$ cat src/rtl/exec_pkg.sv
// Shared encodings for the execute stage: ALU op codes, multiply/divide FSM states,
// and the helper that classifies multi-cycle ops.
package exec_pkg;

  typedef enum logic [3:0] {
    OpAdd   = 4'd0,
    OpSub   = 4'd1,
    OpAnd   = 4'd2,
    OpOr    = 4'd3,
    OpXor   = 4'd4,
    OpNor   = 4'd5,
    OpSlt   = 4'd6,
    OpSltu  = 4'd7,
    OpMult  = 4'd8,
    OpMultu = 4'd9,
    OpDiv   = 4'd10,
    OpDivu  = 4'd11,
    OpMfhi  = 4'd12,
    OpMflo  = 4'd13
  } alu_op_e;

  typedef enum logic [1:0] {
    MdIdle = 2'd0,
    MdBusy = 2'd1,
    MdDone = 2'd2
  } md_state_e;

  function automatic logic is_md_op(alu_op_e op);
    return (op == OpMult) || (op == OpMultu) || (op == OpDiv) || (op == OpDivu);
  endfunction

endpackage

$ cat src/rtl/exec_md_unit.sv
// Iterative radix-2 multiply/divide unit with HI/LO registers and its IDLE/BUSY/DONE FSM.
// Divider datapath is present only when EXEC_DIV_EN is defined.
module exec_md_unit
  import exec_pkg::*;
#(
  parameter int unsigned WIDTH = 32
) (
  input  logic             clk,
  input  logic             rst_n,
  input  logic             i_valid,
  input  logic             i_flush,
  input  alu_op_e          i_op,
  input  logic [WIDTH-1:0] i_a,
  input  logic [WIDTH-1:0] i_b,
  output logic             o_stall,
  output logic             o_done,
  output logic [WIDTH-1:0] o_hi,
  output logic [WIDTH-1:0] o_lo
);

  localparam int unsigned CW = $clog2(WIDTH + 1);

  md_state_e        r_state, w_state_nxt;
  logic [CW-1:0]    r_count, w_count_nxt;
  logic [WIDTH-1:0] r_hi, r_lo, r_acc_hi, r_acc_lo, r_mcand;
  logic             r_is_div, r_neg_q, r_neg_r;

  logic             w_is_mul, w_signed, w_start, w_busy, w_last;
  logic             w_a_neg, w_b_neg;
  logic [WIDTH-1:0] w_a_mag, w_b_mag;
  logic [WIDTH:0]   w_sum;
  logic [WIDTH-1:0] w_mul_hi, w_mul_lo, w_div_hi, w_div_lo, w_step_hi, w_step_lo;
  logic [WIDTH-1:0] w_res_hi, w_res_lo;
  logic [2*WIDTH-1:0] w_prod;

  assign w_is_mul = (i_op == OpMult) || (i_op == OpMultu);
  assign w_signed = (i_op == OpMult) || (i_op == OpDiv);

`ifdef EXEC_DIV_EN
  assign w_start = (r_state == MdIdle) && i_valid && is_md_op(i_op) && !i_flush;
`else
  assign w_start = (r_state == MdIdle) && i_valid && w_is_mul && !i_flush;
`endif

  assign w_busy  = (r_state == MdBusy);
  assign w_last  = w_busy && (r_count == CW'(1));
  assign o_done  = w_last && !i_flush;
  assign o_stall = rst_n && (w_start || w_busy);
  assign o_hi    = r_hi;
  assign o_lo    = r_lo;

  always_comb begin
    w_state_nxt = r_state;
    w_count_nxt = r_count;
    unique case (r_state)
      MdIdle: begin
        if (w_start) begin
          w_state_nxt = MdBusy;
          w_count_nxt = CW'(WIDTH);
        end
      end
      MdBusy: begin
        if (i_flush) begin
          w_state_nxt = MdIdle;
          w_count_nxt = '0;
        end else begin
          w_count_nxt = r_count - CW'(1);
          if (w_last) w_state_nxt = MdDone;
        end
      end
      MdDone:  w_state_nxt = MdIdle;
      default: w_state_nxt = MdIdle;
    endcase
  end

  // Iterate on magnitudes; signs are reapplied when the result is written.
  assign w_a_neg = w_signed && i_a[WIDTH-1];
  assign w_b_neg = w_signed && i_b[WIDTH-1];
  assign w_a_mag = w_a_neg ? -i_a : i_a;
  assign w_b_mag = w_b_neg ? -i_b : i_b;

  // Shift-add: low half holds the multiplier, product bits shift in from the top.
  assign w_sum    = {1'b0, r_acc_hi} + (r_acc_lo[0] ? {1'b0, r_mcand} : '0);
  assign w_mul_hi = w_sum[WIDTH:1];
  assign w_mul_lo = {w_sum[0], r_acc_lo[WIDTH-1:1]};

`ifdef EXEC_DIV_EN
  logic [WIDTH:0] w_shift;
  logic           w_ge;

  // Restoring divide: high half is the partial remainder, low half dividend -> quotient.
  assign w_shift  = {r_acc_hi, r_acc_lo[WIDTH-1]};
  assign w_ge     = (w_shift >= {1'b0, r_mcand});
  assign w_div_hi = w_ge ? (w_shift[WIDTH-1:0] - r_mcand) : w_shift[WIDTH-1:0];
  assign w_div_lo = {r_acc_lo[WIDTH-2:0], w_ge};
`else
  assign w_div_hi = '0;
  assign w_div_lo = '0;
`endif

  assign w_step_hi = r_is_div ? w_div_hi : w_mul_hi;
  assign w_step_lo = r_is_div ? w_div_lo : w_mul_lo;
  assign w_prod    = {w_mul_hi, w_mul_lo};

  always_comb begin
    w_res_hi = '0;
    w_res_lo = '0;
    if (r_is_div) begin
      // Zero divisor leaves |A| in the remainder, so the sign fix-up restores the dividend.
      w_res_lo = (r_mcand == '0) ? '1 : (r_neg_q ? -w_div_lo : w_div_lo);
      w_res_hi = r_neg_r ? -w_div_hi : w_div_hi;
    end else begin
      {w_res_hi, w_res_lo} = r_neg_q ? -w_prod : w_prod;
    end
  end

  always_ff @(posedge clk or negedge rst_n) begin
    if (!rst_n) begin
      r_state <= MdIdle;
      r_count <= '0;
    end else begin
      r_state <= w_state_nxt;
      r_count <= w_count_nxt;
    end
  end

  always_ff @(posedge clk or negedge rst_n) begin
    if (!rst_n) begin
      r_acc_hi <= '0;
      r_acc_lo <= '0;
      r_mcand  <= '0;
      r_is_div <= 1'b0;
      r_neg_q  <= 1'b0;
      r_neg_r  <= 1'b0;
      r_hi     <= '0;
      r_lo     <= '0;
    end else begin
      if (w_start) begin
        r_acc_hi <= '0;
        r_acc_lo <= w_a_mag;
        r_mcand  <= w_b_mag;
        r_is_div <= !w_is_mul;
        r_neg_q  <= w_a_neg ^ w_b_neg;
        r_neg_r  <= w_a_neg;
      end else if (w_busy) begin
        r_acc_hi <= w_step_hi;
        r_acc_lo <= w_step_lo;
      end
      if (o_done) begin
        r_hi <= w_res_hi;
        r_lo <= w_res_lo;
      end
    end
  end

endmodule

$ cat src/rtl/exec_stage_md.sv
// Pipeline execute stage: forwarding network, ALU, RegDst/ALUSrc muxes and the
// multi-cycle multiply/divide unit. Divide support is enabled with EXEC_DIV_EN.
module exec_stage_md
  import exec_pkg::*;
#(
  parameter int unsigned WIDTH    = 32,
  parameter int unsigned REG_AW   = 5,
  parameter int unsigned FWD_SRCS = 2,
  localparam int unsigned FSW     = $clog2(FWD_SRCS + 1)
) (
  input  logic                      clk,
  input  logic                      rst_n,
  input  logic                      valid_e,
  input  logic                      flush_e,
  input  logic [3:0]                alu_ctrl_e,
  input  logic                      alu_src_e,
  input  logic                      reg_dst_e,
  input  logic [WIDTH-1:0]          reg1,
  input  logic [WIDTH-1:0]          reg2,
  input  logic [WIDTH-1:0]          sign_imm_e,
  input  logic [REG_AW-1:0]         rs_e,
  input  logic [REG_AW-1:0]         rt_e,
  input  logic [REG_AW-1:0]         rd_e,
  input  logic [FSW-1:0]            fwd_a_e,
  input  logic [FSW-1:0]            fwd_b_e,
  input  logic [FWD_SRCS*WIDTH-1:0] fwd_vals,
  output logic [WIDTH-1:0]          alu_out_e,
  output logic [WIDTH-1:0]          write_data_e,
  output logic [REG_AW-1:0]         write_reg_e,
  output logic [REG_AW-1:0]         rs_hazard,
  output logic [REG_AW-1:0]         rt_hazard,
  output logic                      md_stall,
  output logic                      md_done
);

  alu_op_e          w_op;
  logic [WIDTH-1:0] w_src_a, w_src_b, w_op_b, w_hi, w_lo;

  assign w_op = alu_op_e'(alu_ctrl_e);

  // Out-of-range selects fall through to the register operand.
  always_comb begin
    w_src_a = reg1;
    w_src_b = reg2;
    for (int k = 1; k <= FWD_SRCS; k++) begin
      if (fwd_a_e == FSW'(k)) w_src_a = fwd_vals[k*WIDTH-1 -: WIDTH];
      if (fwd_b_e == FSW'(k)) w_src_b = fwd_vals[k*WIDTH-1 -: WIDTH];
    end
  end

  assign w_op_b       = alu_src_e ? sign_imm_e : w_src_b;
  assign write_data_e = w_src_b;
  assign write_reg_e  = reg_dst_e ? rd_e : rt_e;
  assign rs_hazard    = rs_e;
  assign rt_hazard    = rt_e;

  always_comb begin
    alu_out_e = '0;
    case (w_op)
      OpAdd:   alu_out_e = w_src_a + w_op_b;
      OpSub:   alu_out_e = w_src_a - w_op_b;
      OpAnd:   alu_out_e = w_src_a & w_op_b;
      OpOr:    alu_out_e = w_src_a | w_op_b;
      OpXor:   alu_out_e = w_src_a ^ w_op_b;
      OpNor:   alu_out_e = ~(w_src_a | w_op_b);
      OpSlt:   alu_out_e[0] = $signed(w_src_a) < $signed(w_op_b);
      OpSltu:  alu_out_e[0] = w_src_a < w_op_b;
      OpMfhi:  alu_out_e = w_hi;
      OpMflo:  alu_out_e = w_lo;
      default: alu_out_e = '0;
    endcase
  end

  exec_md_unit #(
    .WIDTH (WIDTH)
  ) u_md_unit (
    .clk     (clk),
    .rst_n   (rst_n),
    .i_valid (valid_e),
    .i_flush (flush_e),
    .i_op    (w_op),
    .i_a     (w_src_a),
    .i_b     (w_src_b),
    .o_stall (md_stall),
    .o_done  (md_done),
    .o_hi    (w_hi),
    .o_lo    (w_lo)
  );

endmodule

$ cat config.mk
export PLATFORM = sky130hd
export DESIGN_NAME = exec_stage_md
export DESIGN_NICKNAME = d
export VERILOG_FILES = /design/src/rtl/exec_pkg.sv /design/src/rtl/exec_md_unit.sv /design/src/rtl/exec_stage_md.sv
export SDC_FILE = /design/constraint.sdc
export NUM_CORES = 1
export LEC_CHECK = 0
export BUFFER_PORTS_ARGS = -buffer_cell sky130_fd_sc_hd__buf_4
export CAP_MARGIN = 10
export CELL_PAD_IN_SITES_DETAIL_PLACEMENT = 1
export CELL_PAD_IN_SITES_GLOBAL_PLACEMENT = 1
export CORE_AREA = 2 2 227 229
export DETAILED_ROUTE_END_ITERATION = 8
export DIE_AREA = 0 0 229 231
export MAX_ROUTING_LAYER = met4
export PLACE_DENSITY_LB_ADDON = 0.2
export SLEW_MARGIN = 25
export SYNTH_ARGS = -nofsm -noshare
export SYNTH_HDL_FRONTEND = slang
export SYNTH_HIERARCHICAL = 1
export SYNTH_SLANG_ARGS = --single-unit
$ cat constraint.sdc
create_clock -name clk -period 4.2 [get_ports clk]
set_input_delay 0.21 -clock clk [delete_from_list [all_inputs] [get_ports clk]]
set_output_delay 0.21 -clock clk [all_outputs]
set_load 0.01 [all_outputs]
Word level (Yosys, flattened, before mapping)
Cells that the tools add are included.
- add/sub/neg operators: 7
- magnitude comparators: 2
- eq/ne operators: 20
- mux-type cells: 28
- bitwise gates (word level): 5
- reduce and logical (&&, ||, !) cells: 20
- operators with widths (operator ; number):
    2-to-1 mux 32 bit ; 17
    one-hot mux 31 bit (8 select lines) ; 1
    < comparator 32 bit ; 2
    2-to-1 mux 64 bit ; 1
    negator 32 bit ; 2
    negator 64 bit ; 1
    adder 32 x 33 -> 33 bit ; 1
    adder 32 bit ; 1
    AND 32 bit ; 1
    logical NOT 32 bit ; 1
    NOT 32 bit ; 1
    bitwise OR 32 bit ; 1
    subtractor 32 bit ; 1
    XOR 32 bit ; 1
    equality test 4 bit, second input constant ; 5
    equality test 4 x 3 -> 1 bit, second input constant ; 4
    2-to-1 mux 6 bit ; 2
    one-hot mux 6 bit (2 select lines) ; 1
    one-hot mux 1 bit (10 select lines) ; 1
    equality test 4 x 2 -> 1 bit, second input constant ; 2
    logical AND 1 bit ; 8
    equality test 2 x 1 -> 1 bit, second input constant ; 3
    equality test 6 x 1 -> 1 bit, second input constant ; 1
    2-to-1 mux 2 bit ; 3
    other kinds (14) ; 20
- register bits after elaboration: 170
- input bits: 189
- word-level logic and storage cells: 91

Depth between registers and ports, before layout
- word-level depth: 7
- depth in mapped cells: 18

Modules after synthesis
Netlist, hierarchy kept.
- modules (own cells, without submodules) (module ; instances ; cells each ; area an instance (um2) ; seq. area each (um2)):
    exec_md_unit ; 1 ; 1403 ; 11703.7 ; 4254.1
    exec_stage_md ; 1 ; 1243 ; 8211.6 ; 0.0

Least setup slack after synthesis
Ideal clock, no wire load.
- kind: input to output
- start: input port fwd_a_e[1]
- end: output port alu_out_e[24]
- arrival time: 3.863 ns
- data required time: 3.990 ns
- setup slack: 0.127 ns
- cell stages on the path: 16
- buffers on the path: 2
- cell sequence: clkbuf_1 > buf_1 > mux2_2 > o21ai_0 > inv_1 > ha_1 > fa_1 > nand3_1 > a211oi_1 > or3_1 > o21ai_1 > o21ai_1 > a211oi_2 > o22ai_1 > xnor2_1 > o2111ai_1
- elaborated cells on any way between the ends: 11
- classes of those cells: add/sub (2); eq/ne (2); mux (3); bitwise (4)
- RTL lines (what ; RTL line ; RTL):
    from (decl) ; exec_stage_md.sv:24 ; input logic [FSW-1:0] fwd_a_e,
    equality test 2 x 1 -> 1 bit ; exec_stage_md.sv:46 ; if (fwd_a_e == FSW'(k)) w_src_a = fwd_vals[k*WIDTH-1 -: WIDTH];
    2-to-1 mux 32 bit ; exec_stage_md.sv:46 ;
    2-to-1 mux 32 bit * ; exec_stage_md.sv:46 ;
    via w_src_a[0] ; exec_stage_md.sv:37 ; logic [WIDTH-1:0] w_src_a, w_src_b, w_op_b, w_hi, w_lo;
    subtractor 32 bit / adder 32 bit (equally long branches) ; exec_stage_md.sv:61, exec_stage_md.sv:60 ;
    one-hot mux 31 bit (8 select lines) * ; exec_stage_md.sv:59 ; case (w_op)
    to (decl) ; exec_stage_md.sv:27 ; output logic [WIDTH-1:0] alu_out_e,
Mark *: on every way through the listed nets, which the timed path passes. The rest lies on a longest branch.

Final worst setup path
- start: input port fwd_b_e[0]
- end: output port alu_out_e[27]
- longest elaborated chain between the ends: 7
- elaborated cells on any way between the ends: 12
- classes of those cells: add/sub (2); eq/ne (2); mux (4); bitwise (4)
- ends and longest elaborated chain (what ; RTL line ; RTL):
    from (decl) ; exec_stage_md.sv:25 ; input logic [FSW-1:0] fwd_b_e,
    equality test 2 x 1 -> 1 bit ; exec_stage_md.sv:47 ; if (fwd_b_e == FSW'(k)) w_src_b = fwd_vals[k*WIDTH-1 -: WIDTH];
    2-to-1 mux 32 bit ; exec_stage_md.sv:47 ;
    2-to-1 mux 32 bit * ; exec_stage_md.sv:47 ;
    2-to-1 mux 32 bit * ; exec_stage_md.sv:51 ; assign w_op_b = alu_src_e ? sign_imm_e : w_src_b;
    parallel branches: the longest is 2 deep, another holds subtractor 32 bit ; -- ;
    one-hot mux 31 bit (8 select lines) * ; exec_stage_md.sv:59 ;
Every way passes the cells marked *.

==> flow_summary.toml <==
[pwr]
powerDensity_mw_per_mm2 = 371
ir_drop_uv = 277
power.leakage_nw = 12.0
p_total_mw = 9.75

[floorplan]
dieWidth_um = 229
dieHeight_um = 231
core-area_mm2 = 0.0507
die_area_mm2 = 0.0529
initial_core_util_pct = 39.3
boundaryPins = 270
rows = 83

[synthesis]
synthSimpleGateAreaFrac_pct = 20.2
async_flop_share_pct = 100
synth-warning-count = 6
yosys.area.top_type_share_pct = 21.4
seq_area_frac_synth_pct = 21.4
synth_top_family_by_area = "compound AO/OA/AOI/OAI gates"
synth_area_leader_cell = "dfrtp_1"
synth_fa_ha_area_share_pct = 9.03
synth.avg_cell_area_um2 = 7.53
synth_ff_type = "dfrtp_1"
netlist_instances = 2646
synth_xor_area_share_pct = 7.48
synth_compound_area_share_pct = 27.8
ys_types = 96
syn_nets = 2977
synth_area_leaders = "dfrtp_1 (21%), ha_1 (8.7%), o21ai_0 (6.7%), nand2_1 (6.5%), xnor2_1 (4.4%)"
netlist_area_mm2 = 0.0199
ys_seq_elements = 170
synth_edf_count = 0
synth.area.mux_share_pct = 7.48

[critical_path]
critPathKind = "in2out"
critPathSlowestCell = "a2111oi_1"
crit_arrival_ns = 3.99
endpoint_kind = "output port"
required_ns = 3.99
reg2reg_from = "u_md_unit/r_acc_lo[0]$_DFFE_PN0N_"
max_stage_delay_ns = 0.47
cp_cell_sequence = "buf_4 -> buf_4 -> mux2_2 -> o21ai_1 -> o21a_1 -> inv_1 -> ha_1 -> a2111oi_1 -> nor3_1 -> a21oi_2 -> buf_4 -> nor3_1 -> o21ai_2 -> a21boi_1 -> o41ai_2 -> o311ai_1 -> o211ai_1 -> buf_4"
cp_max_fo = 7
cp_common_cell = "buf_4"
worst_setup_path_start_kind = "input pin"
crit_start = "fwd_b_e[0]"

[clocking]
clockRootBuffer = "clkbuf_16"
cts_max_path_buffers = 2
cts_tree = "yes"
cts_num_sinks = 170
numCtsBuffers = 17
h-tree-depth = 4
clkTransAtPathRegs_ns = 0.09
clk_latency_ns = 0.47

[worst_hold_path]
hold_path_startpoint = "flush_e"
min_path_type = "in2reg"

[timing]
hold_slack_ns = 0.0962
worst_pin_slew_ns = 0.800
setup_viol = 0
hold_viol_final = 0
slew_violations = 0
rsz0062_at_grt = "true"
max_freq_ghz = 0.238
post-route-min-period_ns = 4.20
clock_skew_ns = 0.0198
slew_headroom_pct = 46.7
finalCritPeriodShare_pct = 100

[route]
drcViolationCount = 0
wl_per_cell_um = 26.7
postRouteAntennaNets = 0
via_per_inst = 6.07
dr.pass1.iters = 7
vias = 23200
drt_wl_total_um = 102000
dr.first_iter.drc_count = 1863

[global_routing]
grt_max_degree = 95
grt-ovfl-total = 0
grt_pass1_vias = 23900
antenna_found_initial = 2
grt_use_total_pct = 38.2
grt_pass1_wl_um = 149000

[placement]
portBuffers = 259
dpl_cell_area_mm2 = 0.0248
detailed_place_hpwl_um = 80600
gp_congestion = 1.03

[cells_and_area]
design_area_mm2 = 0.0263
drive_above_1_share_pct = 28.6
nets = 3461
syn_to_final_growth_pct = 32.1

[run]
drv_cap = 0

[run_status]
outcome = "finished, final reports clean"
-- routing by layer --
layer | vias up | part of all wire, % | GRT usage, %
li1 | 10500 | - | -
met1 | 11700 | 40 | 45.5
met2 | 847 | 48 | 63.2
met3 | 252 | 5.1 | 3.45
met4 | 0 | 6.8 | 22.1
met5 | - | 0 | -
-- layout by cell type, fill, tap and decap left out, types with 16 or more instances in the layout --
cell type and instances:
and2_1 39, nand2_1 344, mux2_2 70, o41ai_1 16, nor3b_1 25, a22oi_1 37, inv_1 144, nor2_1 185
ha_1 122, o31ai_1 33, or3_1 19, o21bai_1 20, xor2_1 66, a22o_1 36, dfrtp_1 168, mux2i_1 70
o211ai_1 28, nand3_1 38, o21ai_0 223, o21ai_1 61, nand2b_1 16, nand4_1 18, clkbuf_16 20, a21o_1 19
nor4_1 22, xnor2_1 98, nor3_1 44, buf_4 630, a21oi_1 158, a211oi_1 43
-- state kept, by name, indices dropped and copies added, names as in the netlist --
name / count
u_md_unit/r_acc_hi: 32
u_md_unit/r_mcand: 32
u_md_unit/r_count: 6
u_md_unit/r_state: 2
u_md_unit/r_acc_lo: 32
u_md_unit/r_is_div: 1
u_md_unit/o_lo: 32
u_md_unit/r_neg_q: 1
u_md_unit/o_hi: 32
-- final cells by class --
cell class | instances | area, um^2
Multi-Input combinational cell | 2144 | 15000
Sequential cell | 170 | 4260
Tap cell | 680 | 851
Antenna cell | 2 | 5.00
Clock inverter | 15 | 211
Fill cell | 6305 | 24400
Inverter | 151 | 567
Clock buffer | 17 | 425
Timing Repair Buffer | 646 | 5010
-- Yosys cell counts (10+ instances only) --
| master | count |
|---|---|
| nand2_1 | 347 |
| o21ai_0 | 266 |
| nor2_1 | 191 |
| dfrtp_1 | 170 |
| a21oi_1 | 168 |
| inv_1 | 144 |
| ha_1 | 139 |
| clkbuf_1 | 130 |
| xnor2_1 | 100 |
| mux2_2 | 70 |
| mux2i_1 | 70 |
| xor2_1 | 70 |
| a211oi_1 | 49 |
| nor3_1 | 45 |
| and2_1 | 43 |
| nand3_1 | 41 |
| a22oi_1 | 38 |
| a22o_1 | 36 |
| o31ai_1 | 36 |
| o211ai_1 | 28 |
| nor3b_1 | 27 |
| o21ai_1 | 27 |
| nor4_1 | 22 |
| buf_2 | 20 |
| o21a_1 | 20 |
| o21bai_1 | 20 |
| or3_1 | 20 |
| a21o_1 | 19 |
| buf_1 | 19 |
| o41ai_1 | 19 |
| a221oi_1 | 18 |
| nand4_1 | 18 |
| nand2b_1 | 17 |
| or4_1 | 15 |
| o2111ai_1 | 14 |
| nor2b_1 | 12 |
| a31oi_1 | 10 |
| buf_4 | 10 |
-- critical path, delay by kind of cell --
family / cells / cell delay [ns]
buffers and inverters: 5 / 0.79
muxes: 1 / 0.34
AOI/OAI and AO/OA: 9 / 2.17
adders and majority gates: 1 / 0.25
and+or+nand+nor: 2 / 0.23
-- timing repair --
item	in CTS	in global routing
gates cloned	0	3
setup endpoints to repair	17	31
hold endpoints to repair	76	0
buffers inserted	2	10
pin swaps	2	40
gates resized for setup	24	141
hold buffers	1	0
-- through the flow --
stage | instances | setup WS, ns | utilization [%] | TNS, ns
6_report | 3825 | 0.000440 | 51.9 | 0
5_1_grt | 3825 | -0.129 | 51.9 | -0.498
4_1_cts | 3810 | -0.0224 | 50.5 | -0.0293
3_5_place_dp | 3775 | -0.203 | 49.0 | -1.40
3_3_place_gp | 3775 | -0.0745 | 49.0 | -0.253
2_1_floorplan | 2646 | 0.127 | - | 0
-- cell families (layout without fill, tap and decap cells) --
| logic type | after synthesis | count (layout) |
|---|---|---|
| AO/OA/AOI/OAI | 851 | 851 |
| adder cells (fa/ha/maj) | 142 | 142 |
| multiplexers | 140 | 140 |
| other | 0 | 2 |
| flip-flops | 170 | 170 |
| buffers and inverters | 332 | 829 |
| XOR/XNOR | 170 | 170 |
| AND/OR/NAND/NOR | 841 | 841 |
-- worst paths after layout --
path,end,slack [ns],depth (start not counted)
setup / recovery,alu_out_e[27],0.0004,18
hold / removal,u_md_unit/r_count[5]$_DFFE_PN0P_,0.1,3
setup reg to reg,u_md_unit/o_hi[31]$_DFFE_PN0P_,0.04,14
hold reg to reg,u_md_unit/o_lo[4]$_DFFE_PN0P_,0.50,2
max in group asynchronous,u_md_unit/o_lo[21]$_DFFE_PN0P_,2.82,3
min in group asynchronous,u_md_unit/r_count[2]$_DFFE_PN0P_,0.31,2
-- power breakdown --
group / total, mW / internal (mW) / switching [mW]
sequential: 2.40 / 1.96 / 0.437
clock: 1.75 / 0.879 / 0.873
combinational: 5.60 / 2.42 / 3.17
total: 9.75 / 5.26 / 4.48
(Power assumes the default switching activity.)
